**src/rtl/csr_counter_file_if.sv**
```systemverilog
// CSR access port between the CSR instruction path (master) and the counter/timer CSR file (slave).
interface csr_counter_file_if #(
    parameter int XLEN = 32
);
    logic            csr_rd_en_i;
    logic            csr_wr_en_i;
    logic [11:0]     csr_addr_i;
    logic [XLEN-1:0] csr_wdata_i;
    logic [XLEN-1:0] csr_rdata_o;
    logic            csr_rvalid_o;
    logic            csr_err_o;

    modport master (
        output csr_rd_en_i, csr_wr_en_i, csr_addr_i, csr_wdata_i,
        input  csr_rdata_o, csr_rvalid_o, csr_err_o
    );

    modport slave (
        input  csr_rd_en_i, csr_wr_en_i, csr_addr_i, csr_wdata_i,
        output csr_rdata_o, csr_rvalid_o, csr_err_o
    );
endinterface

```
**src/rtl/csr_counter_file.sv**
```systemverilog
// Machine-mode cycle/instret counters with mcountinhibit, accessed over a registered CSR port.
module csr_counter_file #(
    parameter int XLEN = 32
) (
    input  logic             clk,
    input  logic             rst_n,
    input  logic             retire_i,
    csr_counter_file_if.slave csr
);
    localparam logic [11:0] A_MCYCLE    = 12'hB00;
    localparam logic [11:0] A_MCYCLEH   = 12'hB80;
    localparam logic [11:0] A_MINSTRET  = 12'hB02;
    localparam logic [11:0] A_MINSTRETH = 12'hB82;
    localparam logic [11:0] A_CYCLE     = 12'hC00;
    localparam logic [11:0] A_CYCLEH    = 12'hC80;
    localparam logic [11:0] A_INSTRET   = 12'hC02;
    localparam logic [11:0] A_INSTRETH  = 12'hC82;
    localparam logic [11:0] A_INHIBIT   = 12'h320;

    logic [2*XLEN-1:0] mcycle_q, minstret_q;
    logic              inh_cy_q, inh_ir_q;

    logic              sel_cy_lo, sel_cy_hi, sel_ir_lo, sel_ir_hi, sel_inh;
    logic              is_alias, mapped, access, err, wr_ok;
    logic [XLEN-1:0]   rdata_nxt;

    logic [XLEN-1:0]   rdata_p1;
    logic              vld_p1, err_p1;

    // Write on a half wins over the increment; a high-half write drops this cycle's carry.
    function automatic logic [2*XLEN-1:0] cnt_next(
        input logic [2*XLEN-1:0] cur,
        input logic              inc,
        input logic              wr_lo,
        input logic              wr_hi,
        input logic [XLEN-1:0]   wdata
    );
        logic [2*XLEN-1:0] sum;
        sum = cur + {{(2*XLEN-1){1'b0}}, inc};
        if (wr_lo)
            cnt_next = {cur[2*XLEN-1:XLEN], wdata};
        else if (wr_hi)
            cnt_next = {wdata, sum[XLEN-1:0]};
        else
            cnt_next = sum;
    endfunction

    always_comb begin
        sel_cy_lo = (csr.csr_addr_i == A_MCYCLE)    || (csr.csr_addr_i == A_CYCLE);
        sel_cy_hi = (csr.csr_addr_i == A_MCYCLEH)   || (csr.csr_addr_i == A_CYCLEH);
        sel_ir_lo = (csr.csr_addr_i == A_MINSTRET)  || (csr.csr_addr_i == A_INSTRET);
        sel_ir_hi = (csr.csr_addr_i == A_MINSTRETH) || (csr.csr_addr_i == A_INSTRETH);
        sel_inh   = (csr.csr_addr_i == A_INHIBIT);
        is_alias  = (csr.csr_addr_i[11:8] == 4'hC);
        mapped    = sel_cy_lo || sel_cy_hi || sel_ir_lo || sel_ir_hi || sel_inh;
        access    = csr.csr_rd_en_i || csr.csr_wr_en_i;
        err       = access && (!mapped || (csr.csr_wr_en_i && is_alias));
        wr_ok     = csr.csr_wr_en_i && !err;

        rdata_nxt = '0;
        if (csr.csr_rd_en_i && !err) begin
            if (sel_cy_lo)      rdata_nxt = mcycle_q[XLEN-1:0];
            else if (sel_cy_hi) rdata_nxt = mcycle_q[2*XLEN-1:XLEN];
            else if (sel_ir_lo) rdata_nxt = minstret_q[XLEN-1:0];
            else if (sel_ir_hi) rdata_nxt = minstret_q[2*XLEN-1:XLEN];
            else begin
                rdata_nxt[0] = inh_cy_q;
                rdata_nxt[2] = inh_ir_q;
            end
        end
    end

    // p0 -> p1: counters, inhibit and the registered access response
    always_ff @(posedge clk or negedge rst_n) begin
        if (!rst_n) begin
            mcycle_q   <= '0;
            minstret_q <= '0;
            inh_cy_q   <= 1'b0;
            inh_ir_q   <= 1'b0;
            rdata_p1   <= '0;
            vld_p1     <= 1'b0;
            err_p1     <= 1'b0;
        end else begin
            mcycle_q   <= cnt_next(mcycle_q, !inh_cy_q, wr_ok && sel_cy_lo,
                                   wr_ok && sel_cy_hi, csr.csr_wdata_i);
            minstret_q <= cnt_next(minstret_q, retire_i && !inh_ir_q, wr_ok && sel_ir_lo,
                                   wr_ok && sel_ir_hi, csr.csr_wdata_i);
            if (wr_ok && sel_inh) begin
                inh_cy_q <= csr.csr_wdata_i[0];
                inh_ir_q <= csr.csr_wdata_i[2];
            end
            rdata_p1   <= rdata_nxt;
            vld_p1     <= access;
            err_p1     <= err;
        end
    end

    assign csr.csr_rdata_o  = rdata_p1;
    assign csr.csr_rvalid_o = vld_p1;
    assign csr.csr_err_o    = err_p1;
endmodule

```
**src/flat_wrapper.sv**
```systemverilog
// flat-port wrapper written by rule: the top's interface ports become plain ports
module csr_counter_file_flat 
#(
    parameter int XLEN = 32
)
  (clk, rst_n, retire_i, csr_csr_rd_en_i, csr_csr_wr_en_i, csr_csr_addr_i, csr_csr_wdata_i, csr_csr_rdata_o, csr_csr_rvalid_o, csr_csr_err_o);
  csr_counter_file_if #(.XLEN(XLEN)) csr_i ();
  input  logic clk;
  input  logic rst_n;
  input  logic retire_i;
  input wire logic [$bits(csr_i.csr_rd_en_i)-1:0] csr_csr_rd_en_i;
  input wire logic [$bits(csr_i.csr_wr_en_i)-1:0] csr_csr_wr_en_i;
  input wire logic [$bits(csr_i.csr_addr_i)-1:0] csr_csr_addr_i;
  input wire logic [$bits(csr_i.csr_wdata_i)-1:0] csr_csr_wdata_i;
  output wire logic [$bits(csr_i.csr_rdata_o)-1:0] csr_csr_rdata_o;
  output wire logic [$bits(csr_i.csr_rvalid_o)-1:0] csr_csr_rvalid_o;
  output wire logic [$bits(csr_i.csr_err_o)-1:0] csr_csr_err_o;
  assign csr_i.csr_rd_en_i = csr_csr_rd_en_i;
  assign csr_i.csr_wr_en_i = csr_csr_wr_en_i;
  assign csr_i.csr_addr_i = csr_csr_addr_i;
  assign csr_i.csr_wdata_i = csr_csr_wdata_i;
  assign csr_csr_rdata_o = csr_i.csr_rdata_o;
  assign csr_csr_rvalid_o = csr_i.csr_rvalid_o;
  assign csr_csr_err_o = csr_i.csr_err_o;
  csr_counter_file #(.XLEN(XLEN)) u_core (.clk(clk), .rst_n(rst_n), .retire_i(retire_i), .csr(csr_i));
endmodule
```
**config.mk**
```make
export PLATFORM = sky130hd
export DESIGN_NAME = csr_counter_file_flat
export DESIGN_NICKNAME = d
export VERILOG_FILES = /design/src/rtl/csr_counter_file_if.sv /design/src/rtl/csr_counter_file.sv /design/src/flat_wrapper.sv
export SDC_FILE = /design/constraint.sdc
export NUM_CORES = 1
export LEC_CHECK = 0
export CAP_MARGIN = 15
export CORE_ASPECT_RATIO = 0.7
export CORE_MARGIN = 1.5
export CORE_UTILIZATION = 45
export CTS_CLUSTER_SIZE = 8
export DETAILED_ROUTE_END_ITERATION = 12
export GPL_TIMING_DRIVEN = 0
export RECOVER_POWER = 50
export SKIP_CTS_REPAIR_TIMING = 1
export SLEW_MARGIN = 20
export SYNTH_ARGS = -nofsm -noshare
export SYNTH_HDL_FRONTEND = slang
export SYNTH_SLANG_ARGS = --single-unit
```
**constraint.sdc**
```tcl
create_clock -name clk -period 3.8 [get_ports clk]
set_input_delay 0.57 -clock clk [delete_from_list [all_inputs] [get_ports clk]]
set_output_delay 0.57 -clock clk [all_outputs]
set_load 0.005 [all_outputs]
```
==> results of run 1 <==
==> final timing paths <==
| kind | to | from | cells after the start | slack (ns) |
|---|---|---|---|---|
| setup / recovery | u_core.minstret_q[50] | retire_i | 10 | 0.26 |
| hold / removal | u_core.inh_ir_q | u_core.inh_ir_q | 1 | 0.55 |
| setup reg to reg | u_core.minstret_q[50] | u_core.inh_ir_q | 9 | 0.45 |
| hold reg to reg | u_core.inh_ir_q | u_core.inh_ir_q | 1 | 0.55 |
| max in group asynchronous | u_core.mcycle_q[51] | rst_n | 3 | 0.84 |
| min in group asynchronous | u_core.csr.csr_rdata_o[9] | rst_n | 1 | 0.75 |
==> area by class of cell <==
cell class,instances,area share (%)
Buffer,69,2.49
Tap cell,282,2.97
Timing Repair Buffer,83,7.07
Clock buffer,22,3.91
Antenna cell,1,0.0211
Inverter,19,0.601
Multi-Input combinational cell,891,46.9
Sequential cell,164,34.6
Clock inverter,10,1.44
==> layer usage <==
| layer | routed length [microns] | vias up |
|---|---|---|
| met5 | 0 | - |
| met4 | 746 | 0 |
| met3 | 5940 | 66 |
| met2 | 15600 | 609 |
| met1 | 17600 | 4884 |
| li1 | - | 4497 |
==> power groups by stage <==
stage,registers (uW),clock network [uW],logic [uW]
after floorplan,1950,0,257
after global placement,1990,0,456
after detailed placement,1990,0,467
after CTS,1960,1930,469
after global routing,1980,2010,520
final,1960,1920,476
==> placed cells by master, fill, tap and decap left out, types with 5 or more instances in the layout <==
cell,netlist,final
nor4_1,19,19
and4_1,7,7
nand2_1,173,173
buf_2,17,17
inv_1,19,19
a22oi_1,22,22
a221o_1,12,12
o311ai_1,6,6
and2_1,8,8
clkbuf_16,0,17
dlygate4sd3_1,0,17
mux2_2,5,5
dfrtp_1,164,164
or2_2,9,9
mux2i_1,31,31
nor2_1,74,74
xnor2_1,25,25
nand4_1,44,44
xor2_1,35,35
clkbuf_1,45,48
o221ai_1,29,29
and3_1,22,22
a21oi_1,15,15
clkdlybuf4s50_1,0,63
buf_1,6,6
nand2b_1,5,5
nor3_1,27,27
o211ai_1,31,31
o21ai_0,68,68
nand3_1,88,88
or4_1,20,20
a31oi_1,6,6
or3_1,17,17
==> through the flow <==
step           total power [uW]  util, %
6_report                   4360     54.5
2_1_floorplan              2210        -
4_1_cts                    4360     54.6
5_1_grt                    4510     54.5
3_3_place_gp               2440     51.4
3_5_place_dp               2450     51.7
==> registers in the layout, summed over array words and instances (netlist names) <==
register,count
u_core.minstret_q,64
u_core.mcycle_q,64
u_core.csr.csr_err_o,1
u_core.csr.csr_rdata_o,32
u_core.csr.csr_rvalid_o,1
u_core.inh_cy_q,1
u_core.inh_ir_q,1
==> worst max-delay path, stage by stage <==
cell	delay (ns)
clkdlybuf4s50_1	0.45
nor2b_1	0.14
ha_1	0.36
ha_1	0.29
inv_1	0.11
nor3_2	0.43
and3_1	0.53
nand3_1	0.33
o211a_1	0.29
or3_1	0.36
==> kinds of logic after synthesis <==
group	synth area share, %
and+or+nand+nor	28.3
AOI/OAI and AO/OA	17.1
DFF	40.9
buffers and inverters	3.69
xor gates and xnor gates	5.23
muxes	4.32
adders and majority gates	0.498
==> impl_metrics.yaml, run 1 <==
die:
  die_area_sq_um: 23200
  rows: 45
  initial_core_util_pct: 46.1
  pin_count: 83
  die_w_microns: 182
  core-area_sq_um: 21800
  die_h_microns: 128
route:
  drt_iter0_markers: 1369
  wire_per_inst_microns: 25.9
  finalWirelength_mm: 39.9
  drt-pass1-iter-count: 8
  via_per_inst: 6.53
  ant_nets: 0
  vias: 10056
  drcViolationCount: 0
setup_path:
  start_kind: "input pin"
  crit_type: "in2reg"
  endpoint_kind: "register"
  worstPathArrival_ns: 3.87
  crit_required_ns: 4.13
  path_max_fanout: 8
placed_design:
  port_buffers: 81
  dp.cells: 1509
  place_ws_ns: -0.262
  hpwlAfterDp_mm: 30.4
  place.gp.congestion: 0.986
  place_area_sq_um: 11300
pwr:
  p_per_area_nw_per_um2: 367
  intPower_uw: 3170
  ir_drop_mv: 0.323
  p_sw_share_pct: 27.3
  p_sw_uw: 1190
  p_comb_share_pct: 10.9
  p_leak_uw: 0.00463
  clockPowerShare_pct: 44.1
  pwr-share-seq_pct: 45.0
cts:
  numCtsBuffers: 17
  cts_tree: "built"
  path_clk_slew_ns: 0.07
  clockBufferDepth: 2
  clk_latency_ns: 0.45
  cts_root_buf: "clkbuf_16"
  cts_sinks: 164
  htree_num_levels: 4
global_routing:
  antenna_found_initial: 3
  grt_usage_pct: 35.9
  grt-ovfl-total: 0
  grt_first_pass_wirelength_mm: 60.7
  grt_max_degree: 67
  top_usage_layer: "met1"
  use_met2_pct: 47.4
  grt_pass1_vias: 9224
  grt_use_met3_pct: 15.7
  met1_usage_pct: 52.2
sta:
  rsz0062_at_grt: "false"
  worst_pin_slew_ns: 2.15
  post-route-period-util_pct: 93.2
  worst_slack_ns: 0.257
  finalMaxSlewViolations: 39
  finalSetupViolCount: 0
  clock-skew-final_ns: 0.0126
  hold_viol_final: 0
  max_freq_mhz: 282
  hold_ws_ns: 0.545
  fin_crit_ns: 3.54
  maxSlewHeadroom_pct: -43.3
  setup_tns_ns: 0
finish:
  stdcell_count: 1541
  fill_cells: 2066
  regArea_sq_um: 4100
  design_area_sq_um: 11900
  multiInputGateArea_sq_um: 5570
  layout-drive-gt1-share_pct: 6.84
  area_growth_pct: 18.2
  final_nets: 1298
outcome:
  failed_checks: "max-capacitance violations, max-slew violations"
  status: "complete, but fails checks"
yosys:
  yosysUniqueCellTypes: 75
  synth_edf_count: 0
  synthFlopType: "dfrtp_1"
  ys_async_sr_fraction_pct: 100
  synth_top_cell_by_area: "dfrtp_1"
  netlist_instances: 1144
  synth_area_sq_um: 10000
  synthTopCellsByCount: "nand2_1 (173), dfrtp_1 (164), nand3_1 (88)"
  synth_area_leaders: "dfrtp_1 (41%), nand2_1 (6.5%), nand3_1 (4.4%)"
  synth_top_area_share_pct: 40.9
  yosysMostFrequentCell: "nand2_1"
  ys_ff_latch: 164
  syn_avg_cell_area_sq_um: 8.78
  synthesis.nets: 1197
  yosys_warnings: 0
  synth_seq_area_share_pct: 40.9
hold_path:
  hp-class: "reg2reg"
flow_run:
  cap_viol_max_count: 1
No activity file was read; power rests on OpenSTA's default activity.
==> run 2: changes to the inputs <==
--- a/config.mk
+++ b/config.mk
@@ -9,6 +9,7 @@
 export CORE_ASPECT_RATIO = 0.7
 export CORE_MARGIN = 1.5
 export CORE_UTILIZATION = 45
+export CTS_CLUSTER_DIAMETER = 200
 export CTS_CLUSTER_SIZE = 8
 export DETAILED_ROUTE_END_ITERATION = 12
 export GPL_TIMING_DRIVEN = 0
==> results of run 2 <==
Same layout as run 1: the final DEF is identical, and so are final timing and power.
